`config.mk`:
```
export PLATFORM = sky130hd
export DESIGN_NAME = load_store_unit
export DESIGN_NICKNAME = d
export VERILOG_FILES = /design/src/rtl/lsu_pkg.sv /design/src/rtl/lsu_align.sv /design/src/rtl/load_store_unit.sv
export SDC_FILE = /design/constraint.sdc
export NUM_CORES = 1
export LEC_CHECK = 0
export BUFFER_PORTS_ARGS = -buffer_cell sky130_fd_sc_hd__clkbuf_2
export CAP_MARGIN = 20
export CORE_ASPECT_RATIO = 2
export CORE_UTILIZATION = 45
export DETAILED_ROUTE_END_ITERATION = 10
export HOLD_SLACK_MARGIN = 0.15
export PLACE_DENSITY = 0.73
export RECOVER_POWER = 100
export SLEW_MARGIN = 20
export SYNTH_ARGS = -nofsm -noshare
export SYNTH_HDL_FRONTEND = slang
export SYNTH_SLANG_ARGS = --single-unit
```
`constraint.sdc`:
```
create_clock -name clk -period 2.8 [get_ports clk]
set_input_delay 0.14 -clock clk [delete_from_list [all_inputs] [get_ports clk]]
set_output_delay 0.14 -clock clk [all_outputs]
set_load 0.05 [all_outputs]
```
`src/rtl/lsu_pkg.sv`:
```
`default_nettype none
// ============================================================================
// Module   : lsu_pkg
// Purpose  : Shared types and constants for the RV32I load/store unit.
// Revision : 1.0 - initial release
// ============================================================================
package lsu_pkg;

    // Controller states: idle, bus request outstanding, one-cycle writeback
    typedef enum logic [1:0] {
        IDLE = 2'd0,
        REQ  = 2'd1,
        WB   = 2'd2
    } lsu_state_e;

    // RV32I funct3 width/sign codes shared by loads and stores
    localparam logic [2:0] F3_B  = 3'b000;
    localparam logic [2:0] F3_H  = 3'b001;
    localparam logic [2:0] F3_W  = 3'b010;
    localparam logic [2:0] F3_BU = 3'b100;
    localparam logic [2:0] F3_HU = 3'b101;

    // Byte-lane enable pattern for an access of the given width code at a
    // byte offset; byte and halfword masks slide with the offset
    function automatic logic [3:0] lane_mask(input logic [1:0] size_code,
                                             input logic [1:0] offset);
        logic [3:0] mask;
        mask = 4'b0000;
        case (size_code)
            2'b00:   mask = 4'b0001 << offset;
            2'b01:   mask = offset[1] ? 4'b1100 : 4'b0011;
            2'b10:   mask = 4'b1111;
            default: mask = 4'b0000;
        endcase
        return mask;
    endfunction

endpackage
`default_nettype wire

```
`src/rtl/lsu_align.sv`:
```
`default_nettype none
// ============================================================================
// Module   : lsu_align
// Purpose  : Combinational lane steering for the load/store unit: legality
//            and alignment checks, store byte enables / replicated write data
//            and load extraction with sign or zero extension.
// Revision : 1.0 - initial release
// ============================================================================
module lsu_align
    import lsu_pkg::*;
(
    input  logic        is_store_i,
    input  logic [2:0]  funct3_i,
    input  logic [1:0]  addr_i,
    input  logic [31:0] store_data_i,
    input  logic [31:0] bus_rdata_i,
    output logic [3:0]  bus_sel_o,
    output logic [31:0] bus_wdata_o,
    output logic [31:0] load_data_o,
    output logic        legal_o,
    output logic        misaligned_o
);

    logic [7:0]  w_byte;
    logic [15:0] w_half;

    // Decode legality, alignment, lane enables and replicated store data
    always_comb begin
        legal_o      = 1'b0;
        misaligned_o = 1'b0;
        bus_sel_o    = 4'b0000;
        bus_wdata_o  = 32'h0000_0000;
        case (funct3_i)
            F3_B: begin
                legal_o     = 1'b1;
                bus_sel_o   = lane_mask(2'b00, addr_i);
                bus_wdata_o = {4{store_data_i[7:0]}};
            end
            F3_H: begin
                legal_o      = 1'b1;
                misaligned_o = addr_i[0];
                bus_sel_o    = lane_mask(2'b01, addr_i);
                bus_wdata_o  = {2{store_data_i[15:0]}};
            end
            F3_W: begin
                legal_o      = 1'b1;
                misaligned_o = (addr_i != 2'b00);
                bus_sel_o    = lane_mask(2'b10, addr_i);
                bus_wdata_o  = store_data_i;
            end
            // Unsigned variants only exist for loads
            F3_BU: begin
                legal_o   = ~is_store_i;
                bus_sel_o = lane_mask(2'b00, addr_i);
            end
            F3_HU: begin
                legal_o      = ~is_store_i;
                misaligned_o = addr_i[0];
                bus_sel_o    = lane_mask(2'b01, addr_i);
            end
            default: begin
                legal_o = 1'b0;
            end
        endcase
    end

    // Pick the addressed byte and halfword out of the returned bus word
    always_comb begin
        w_half = addr_i[1] ? bus_rdata_i[31:16] : bus_rdata_i[15:0];
        case (addr_i)
            2'b00:   w_byte = bus_rdata_i[7:0];
            2'b01:   w_byte = bus_rdata_i[15:8];
            2'b10:   w_byte = bus_rdata_i[23:16];
            default: w_byte = bus_rdata_i[31:24];
        endcase
    end

    // Extend the extracted field to a full register value
    always_comb begin
        case (funct3_i)
            F3_B:    load_data_o = {{24{w_byte[7]}}, w_byte};
            F3_H:    load_data_o = {{16{w_half[15]}}, w_half};
            F3_W:    load_data_o = bus_rdata_i;
            F3_BU:   load_data_o = {24'h00_0000, w_byte};
            F3_HU:   load_data_o = {16'h0000, w_half};
            default: load_data_o = 32'h0000_0000;
        endcase
    end

endmodule
`default_nettype wire

```
`src/rtl/load_store_unit.sv`:
```
`default_nettype none
// ============================================================================
// Module   : load_store_unit
// Purpose  : Multi-cycle RV32I load/store engine. Accepts one request from
//            execute, issues a single word-aligned bus transaction, then
//            completes with a one-cycle writeback/done pulse. Illegal or
//            misaligned requests and bus timeouts complete with err.
// Revision : 1.0 - initial release
// ============================================================================
module load_store_unit
    import lsu_pkg::*;
#(
    parameter int TIMEOUT = 16,
    parameter int TW      = 5
) (
    input  logic        clk,
    input  logic        rst,
    input  logic        start,
    input  logic        is_store,
    input  logic [2:0]  funct3,
    input  logic [31:0] addr,
    input  logic [31:0] store_data,
    input  logic [4:0]  rd_in,
    output logic        bus_read,
    output logic        bus_write,
    output logic [31:0] bus_addr,
    output logic [31:0] bus_wdata,
    output logic [3:0]  bus_sel,
    input  logic [31:0] bus_rdata,
    input  logic        bus_ack,
    output logic [31:0] reg_write,
    output logic [4:0]  rd,
    output logic        write,
    output logic        busy,
    output logic        done,
    output logic        err
);

    // Last counter value before the request is abandoned
    localparam logic [TW-1:0] c_TMO_LAST = TW'(TIMEOUT - 1);

    lsu_state_e    state_q;
    logic [TW-1:0] cnt_q;

    // Request fields captured when the request is accepted
    logic          is_store_q;
    logic [2:0]    funct3_q;
    logic [1:0]    addr_lo_q;
    logic [4:0]    rd_lat_q;

    // Registered outputs
    logic          bus_read_q;
    logic          bus_write_q;
    logic [31:0]   bus_addr_q;
    logic [31:0]   bus_wdata_q;
    logic [3:0]    bus_sel_q;
    logic [31:0]   reg_write_q;
    logic [4:0]    rd_q;
    logic          write_q;
    logic          busy_q;
    logic          done_q;
    logic          err_q;

    // Alignment unit sees the live request while idle (to decide acceptance
    // and lane enables) and the captured request afterwards (for load data)
    logic          w_is_store;
    logic [2:0]    w_funct3;
    logic [1:0]    w_addr_lo;
    logic [3:0]    w_sel;
    logic [31:0]   w_wdata;
    logic [31:0]   w_load_data;
    logic          w_legal;
    logic          w_misaligned;

    assign w_is_store = (state_q == IDLE) ? is_store   : is_store_q;
    assign w_funct3   = (state_q == IDLE) ? funct3     : funct3_q;
    assign w_addr_lo  = (state_q == IDLE) ? addr[1:0]  : addr_lo_q;

    lsu_align u_align (
        .is_store_i   (w_is_store),
        .funct3_i     (w_funct3),
        .addr_i       (w_addr_lo),
        .store_data_i (store_data),
        .bus_rdata_i  (bus_rdata),
        .bus_sel_o    (w_sel),
        .bus_wdata_o  (w_wdata),
        .load_data_o  (w_load_data),
        .legal_o      (w_legal),
        .misaligned_o (w_misaligned)
    );

    // Controller: request capture, bus handshake with timeout, writeback pulse
    always_ff @(posedge clk or negedge rst) begin
        if (!rst) begin
            state_q     <= IDLE;
            cnt_q       <= '0;
            is_store_q  <= 1'b0;
            funct3_q    <= 3'b000;
            addr_lo_q   <= 2'b00;
            rd_lat_q    <= 5'd0;
            bus_read_q  <= 1'b0;
            bus_write_q <= 1'b0;
            bus_addr_q  <= 32'h0000_0000;
            bus_wdata_q <= 32'h0000_0000;
            bus_sel_q   <= 4'b0000;
            reg_write_q <= 32'h0000_0000;
            rd_q        <= 5'd0;
            write_q     <= 1'b0;
            busy_q      <= 1'b0;
            done_q      <= 1'b0;
            err_q       <= 1'b0;
        end else begin
            // Completion strobes are single-cycle by default
            write_q <= 1'b0;
            done_q  <= 1'b0;
            err_q   <= 1'b0;
            case (state_q)
                IDLE: begin
                    if (start) begin
                        is_store_q <= is_store;
                        funct3_q   <= funct3;
                        addr_lo_q  <= addr[1:0];
                        rd_lat_q   <= rd_in;
                        busy_q     <= 1'b1;
                        cnt_q      <= '0;
                        if (w_legal && !w_misaligned) begin
                            state_q     <= REQ;
                            bus_read_q  <= ~is_store;
                            bus_write_q <= is_store;
                            bus_addr_q  <= {addr[31:2], 2'b00};
                            bus_sel_q   <= w_sel;
                            bus_wdata_q <= is_store ? w_wdata : 32'h0000_0000;
                        end else begin
                            // Rejected without touching the bus
                            state_q <= WB;
                            done_q  <= 1'b1;
                            err_q   <= 1'b1;
                        end
                    end
                end
                REQ: begin
                    if (bus_ack) begin
                        state_q     <= WB;
                        bus_read_q  <= 1'b0;
                        bus_write_q <= 1'b0;
                        done_q      <= 1'b1;
                        cnt_q       <= '0;
                        if (!is_store_q) begin
                            reg_write_q <= w_load_data;
                            rd_q        <= rd_lat_q;
                            write_q     <= (rd_lat_q != 5'd0);
                        end
                    end else if (cnt_q == c_TMO_LAST) begin
                        state_q     <= WB;
                        bus_read_q  <= 1'b0;
                        bus_write_q <= 1'b0;
                        done_q      <= 1'b1;
                        err_q       <= 1'b1;
                        cnt_q       <= '0;
                    end else begin
                        cnt_q <= cnt_q + TW'(1);
                    end
                end
                WB: begin
                    state_q <= IDLE;
                    busy_q  <= 1'b0;
                end
                default: begin
                    state_q     <= IDLE;
                    busy_q      <= 1'b0;
                    bus_read_q  <= 1'b0;
                    bus_write_q <= 1'b0;
                end
            endcase
        end
    end

    assign bus_read  = bus_read_q;
    assign bus_write = bus_write_q;
    assign bus_addr  = bus_addr_q;
    assign bus_wdata = bus_wdata_q;
    assign bus_sel   = bus_sel_q;
    assign reg_write = reg_write_q;
    assign rd        = rd_q;
    assign write     = write_q;
    assign busy      = busy_q;
    assign done      = done_q;
    assign err       = err_q;

endmodule
`default_nettype wire
```
==> impl_results.md, run 1 <==
* Status: finished clean
* Critical path class: flip-flop to flip-flop
* Max-cap viol count at 0
* Mean Syn Cell Area at approximately 11 sq um
* Max Root-Sink Buffers at 2
* Starting DRT DRC Count at approximately 470
* Crit share post-route at between 90% and 100%
* Vias in the first global route at 6295
* Leakage power at a little under 4 nW
* CTS Buf Count at 17
* Area after DPL at 7610 sq um
* Setup TNS at 0 ns
* Peak VDD IR at just under 0.8 mV
* Post-synth EDFFs at 0
* Yosys reg bits at ~130
* Routed wire length at between 20 and 25 mm
* Async S/R FF share, synth at between 90% and 100%
* Crit-path leading delay family: compound AO/OA/AOI/OAI gates
* Crit end category: flip-flop
* Layout cell share with drive strength beyond 1 at a little over a quarter
* Slew margin rel. at about 23%
* PwrDens at 1185 nW/um^2
* Warnings from Yosys at 0
* CTS Sinks at approximately 130
* Max-slew violations at 0
* Initial antenna violation count at 0
* Via count at between 6000 and 7000
* IO Count at 220
* Worst path max stage delay at between 0.6 and 0.7 ns
* Arrival time at the worst endpoint at 2.88 ns
* Post-synthesis sequential area ratio at roughly 50%
* Critical Path, Cell by Cell: nor2_2, buf_4, o31ai_1, a21oi_1, clkbuf_2, nor4_1, a21o_1
* Synth Flop Type: dfrtp_1
* RSZ-0062 raised after global routing: false
* Most common cell after layout, fill and taps aside: dfrtp_1
* Reg clk slew, reported paths at about 0.060 ns
* Syn Inst Count at between 500 and 600
* GR Util All Layers at slightly below 30%
* Final ANT Viol Nets at 0
* First-pass GRT wire length at ~32 mm
* Dpl hpwl at around 15 mm
* Die Y at between 150 and 200 um
* Top cell type's share of synthesized area at 49.66%
* Commonest non-fill, non-tap cells in the layout: dfrtp_1 (127), clkbuf_1 (111), clkbuf_2 (110)
* Buffers on Ports at approximately 220
* Clock latency on the worst-skew pair at 0.41 ns
* Fin nets at 970
* Crit path buf inv count at 2
* Slowest-stage cell, CP: a21oi_1
* Area of the mapped netlist at around 6400 sq um
* Final hold viol count at 0
* Initial Utilization at 46.07%
* Worst Skew at ~0.011 ns
* Remaining DRCs at 0
* Critical Path RT at just over 3 ns
* CTS H-tree depth at 4
* Worst Tran Pin Value at approximately 1.2 ns
* Critical Path Source Type: flip-flop
* Post-DR vias/cell at 5.772
* Final core utilization at between 60% and 70%
* Fmax at slightly below 400 MHz
* Setup violators final at 0
* Pin count of the biggest net entering global routing at 64
* Root buf cell: clkbuf_16
* Design area at approximately 9000 sq um
* 1st-pass router iterations at 7
* Placer congestion estimate at between 0.8 and 0.9
* Row count at 61
* Grt total ovfl at 0
* Avg WL per Cell at 19.75 um
* Largest cells by area after synthesis: dfrtp_1 (50%), mux2_2 (9.0%), a22oi_1 (4.5%), nand2_1 (3.5%), a222oi_1 (2.3%)
* CTS tree: done
* Chip width at approximately 86 um
* Die area at about 15000 sq um
* # hold bufs at CTS at 87
* Syn-to-layout area delta at 39.92%
* Yosys cell types at 66
* Hold Crit Class: input port to flip-flop
* Postcts setup bufs at 0
* CP Max Fanout at 16
* Cell taking the most area after synthesis: dfrtp_1
* Post-CTS sizing at 0
* Core area at 13890 sq um
* Post-route minimum period at ~2.6 ns
-- final cells by class --
type | count | area, sq um
Tap cell | 189 | 236.5
Antenna cell | 2 | 5.005
Fill cell | 1229 | 4936
Multi-Input combinational cell | 379 | 2889
Clock buffer | 19 | 432.9
Sequential cell | 127 | 3178
Timing Repair Buffer | 322 | 1976
Clock inverter | 13 | 188.9
Inverter | 13 | 48.80
-- power breakdown --
| part | leakage (nW) | switching [mW] | internal (mW) |
|---|---|---|---|
| sequential | 1.64 | 0.488 | 2.49 |
| clock | 0.298 | 0.842 | 1.49 |
| combinational | 1.98 | 3.79 | 1.50 |
| total | 3.92 | 5.12 | 5.49 |
-- cell usage after synthesis, types with 12 or more instances --
| cell | n |
|---|---|
| dfrtp_1 | 127 |
| nand2_1 | 59 |
| mux2_2 | 51 |
| a22oi_1 | 38 |
| o21ai_0 | 27 |
| a21oi_1 | 20 |
| a221oi_1 | 17 |
| a222oi_1 | 15 |
| o2bb2ai_1 | 15 |
| buf_6 | 13 |
| nor2_1 | 13 |
| buf_2 | 12 |
| inv_1 | 12 |
-- kinds of logic after synthesis --
family                     Yosys count  synth area share (%)
and+or+nand+nor                    125                 9.951
adders and majority gates            1                0.1955
DFF                                127                 49.66
muxes                               59                 11.10
buffers and inverters               53                 5.122
AOI/OAI and AO/OA                  192                 23.91
other                                1               0.05859
-- flip-flops by register name (all words and copies together) (netlist names) --
signal	count
bus_wdata	32
reg_write	32
bus_addr	30
cnt_q	5
rd	5
rd_lat_q	5
bus_sel	4
funct3_q	3
addr_lo_q	2
state_q	2
bus_read	1
bus_write	1
busy	1
done	1
err	1
is_store_q	1
write	1
-- through the flow --
stage          total power, mW  instances  hold WS [ns]  worst slack [ns]
6_report                 10.61       1064        0.1762            0.2227
5_1_grt                  11.08       1062        0.1734           0.08242
4_1_cts                  10.77       1062        0.1557            0.3593
3_5_place_dp             8.302        943        0.1893            0.3743
3_3_place_gp             8.170        943        0.1686            0.4706
2_1_floorplan            6.998        559       -0.1556            0.7130
-- routing by layer --
| layer | track usage (%) | up-vias | part of all wire [%] |
|---|---|---|---|
| met5 | 0 | - | 0 |
| met4 | 20.72 | 0 | 6.4 |
| met3 | 4.920 | 89 | 6.0 |
| met2 | 51.83 | 339 | 54 |
| met1 | 29.67 | 2960 | 34 |
| li1 | - | 2753 | - |
-- final timing paths --
check / startpoint / endpoint / slack [ns] / depth (start not counted)
min: store_data[29] / bus_wdata[29] / 0.18 / 4
max in group asynchronous: rst / reg_write[14] / 0.78 / 3
min reg2reg: rd[2] / rd[2] / 0.47 / 2
max reg2reg: state_q[0] / bus_wdata[19] / 0.22 / 7
min in group asynchronous: rst / bus_wdata[18] / 0.53 / 2
max: state_q[0] / bus_wdata[19] / 0.22 / 7
-- worst min-delay path: stages --
cell       delay (ns)
clkbuf_2         0.08
a22o_1           0.12
a22oi_1          0.06
o2bb2ai_1        0.15
Power figures use the tool's default switching activity.
==> run 2, diff against run 1 <==
--- a/config.mk
+++ b/config.mk
@@ -10,7 +10,7 @@
 export CORE_ASPECT_RATIO = 2
 export CORE_UTILIZATION = 45
 export DETAILED_ROUTE_END_ITERATION = 10
-export HOLD_SLACK_MARGIN = 0.15
+export HOLD_SLACK_MARGIN = 0.02
 export PLACE_DENSITY = 0.73
 export RECOVER_POWER = 100
 export SLEW_MARGIN = 20
==> constraint.sdc (replaced) <==
create_clock -name clk -period 3.3 [get_ports clk]
set_input_delay 0.165 -clock clk [delete_from_list [all_inputs] [get_ports clk]]
set_output_delay 0.165 -clock clk [all_outputs]
set_load 0.05 [all_outputs]
==> run 2 against run 1 <==
First-iteration DRC count shrank 8.1%. Clock power decreased by 15%. Die area stayed put. Routed wire length decreased by 1.3%. Register-to-register slack gained 0.23 ns. Core utilization fell by 4.2 points. Clock-buffer cell count decreased by 1. Sequential power shrank 15%. Fmax decreased by 9.6%. Worst setup slack better by 0.23 ns. Sequential share of layout area is 2.5 points higher. Cell count is 5.5% lower. Critical path type unchanged. Highest routed layer unchanged.
==> impl_results.md, run 2 (same netlist as run 1, synthesis figures left out) <==
* RSZ-0062 raised after global routing: false
* Chip width at 86.33 um (unchanged)
* Reg clk slew, reported paths at 0.06 ns (about the same)
* Crit end category: flip-flop
* R2r startpoint: state_q[0]
* Max-cap viol count at 0 (unchanged)
* Initial antenna violation count at 1 (+1)
* Remaining DRCs at 0 (unchanged)
* Vias in the first global route at 6035 (-4.1%)
* Post-DR vias/cell at 5.986 (+3.7%)
* IO Count at 220 (unchanged)
* CTS tree: done
* Root buf cell: clkbuf_16
* Hold Crit Class: input port to flip-flop
* Setup violators final at 0 (unchanged)
* Starting DRT DRC Count at 434 (-8.1%)
* Grt total ovfl at 0 (unchanged)
* Crit share post-route at 86.39% (-5.7 points)
* Clock latency on the worst-skew pair at 0.41 ns (about the same)
* CTS Buf Count at 17 (unchanged)
* PwrDens at 1065 nW/um^2 (-10%)
* Post-route minimum period at 2.851 ns (+0.2736 ns)
* First-pass GRT wire length at 31.88 mm (-1.2%)
* Worst hold start: store_data[2]
* Die Y at 170.7 um (unchanged)
* Initial Utilization at 46.07% (unchanged)
* Layout cell share with drive strength beyond 1 at 28.19% (+1.0 points)
* Slew margin rel. at 9.750% (-13 points)
* Placed cell count at 937 (-0.64%)
* Max Root-Sink Buffers at 2 (unchanged)
* Worst Skew at 0.009809 ns (-0.001133 ns)
* Placer congestion estimate at 0.8867 (+0.73%)
* Critical Path Source Type: flip-flop
* Most common cell after layout, fill and taps aside: dfrtp_1
* Avg WL per Cell at 20.62 um (+4.4%)
* Multi-input gate area at 2894 sq um (+0.17%)
* Final Non-Filler Cells at 1006 (-5.5%)
* Fin nets at 914 (-5.8%)
* 1st-pass router iterations at 6 (-1)
* Max-slew violations at 0 (unchanged)
* Setup TNS at 0 ns (unchanged)
* CTS H-tree depth at 4 (unchanged)
* Arrival time at the worst endpoint at 3.15 ns (+0.27 ns)
* CP Max Fanout at 32 (+16)
* GR Util All Layers at 28.58% (-0.31 points)
* Fmax at 350.8 MHz (-9.6%)
* Critical Path RT at 3.60 ns (+0.50 ns)
* Worst Tran Pin Value at 1.354 ns (+0.1943 ns)
* Final hold viol count at 0 (unchanged)
* Routed wire length at 20.74 mm (-1.3%)
* Final ANT Viol Nets at 0 (unchanged)
* Die area at 14730 sq um (unchanged)
* Critical path class: flip-flop to flip-flop
* Register area at 3178 sq um (unchanged)
* Peak VDD IR at 0.7558 mV (-4.1%)
* Fillcell total at 1215 (-1.1%)
* Buffers on Ports at 217 (unchanged)
* Syn-to-layout area delta at 30.87%
* CP startpoint: state_q[0]
* Via count at 6022 (-1.9%)
* Status: finished clean
* Dpl hpwl at 14.56 mm (+0.28%)
* CTS Sinks at 127 (unchanged)
* Commonest non-fill, non-tap cells in the layout: dfrtp_1 (127), clkbuf_1 (112), clkbuf_2 (110)
* Leakage power at 3.673 nW (-6.4%)
* Pin count of the biggest net entering global routing at 76 (+19%)
* Row count at 61 (unchanged)
* Postcts setup bufs at 0 (unchanged)
* Core area at 13890 sq um (unchanged)
run 2: cell count changes in the layout (fill, tap and decap cells not counted), sizes merged:
| cell | before | now |
|---|---|---|
| dlygate4sd3 | 87 | 37 |
| clkinv | 6 | 5 |
| inv | 14 | 15 |
| clkbuf | 238 | 240 |
| diode | 2 | 1 |
| buf | 16 | 7 |
run 2: per-layer routing:
layer	GRT usage, %	vias up	wire length (um)
li1	-	2643	-
met2	52.04	342	11650
met5	0	-	0
met4	16.74	0	912
met1	29.68	2970	7002
met3	5.789	67	1183
run 2: power by group:
part	switching, mW	leakage [nW]	internal (mW)
combinational	3.23	1.73	1.19
sequential	0.411	1.64	2.11
clock	0.717	0.297	1.26
total	4.35	3.67	4.57
run 2: layout make-up:
class	count	share of cell area (%)
antenna	1	0.02988
clock buffer	18	5.124
clock inverter	13	2.256
inverter	13	0.5826
multi-input combinational	379	34.55
sequential	127	37.94
tap	189	2.823
timing repair buffer	266	16.69
run 2: critical path, cell delays in order, from the launching register on:
cell and delay, ns:
dfrtp_1 0.49, nor2_2 0.49, o31ai_4 0.15, a21oi_2 0.73, nor2_1 0.19, buf_4 0.31
mux2_1 0.35
run 2: through the flow:
stage	hold WS [ns]	total power, mW	area (sq um)	worst slack, ns	utilization, %
after floorplan	-0.1306	5.938	6404	1.213	-
after global placement	0.2361	6.907	7552	0.6397	54.37
after detailed placement	0.2520	7.028	7552	0.5485	54.37
after CTS	0.05063	9.064	8541	0.5190	61.48
after global routing	0.04839	9.306	8376	0.2441	60.30
final	0.06056	8.922	8376	0.4491	60.30
run 2: path summary, 6_finish.rpt:
kind / slack, ns / to / cells after the start
worst max register to register: 0.45 / bus_addr[4] / 6
worst min-delay path: 0.06 / bus_wdata[2] / 3
min in group asynchronous: 0.57 / bus_wdata[19] / 2
worst max-delay path: 0.45 / bus_addr[4] / 6
max in group asynchronous: 0.89 / reg_write[27] / 3
worst min register to register: 0.48 / rd[3] / 2
run 2: repair_timing:
action | in CTS | in global routing
hold buffers | 37 | 0
setup endpoints to repair | 0 | 0
gates resized for setup | 0 | 0
hold endpoints to repair | 88 | 0
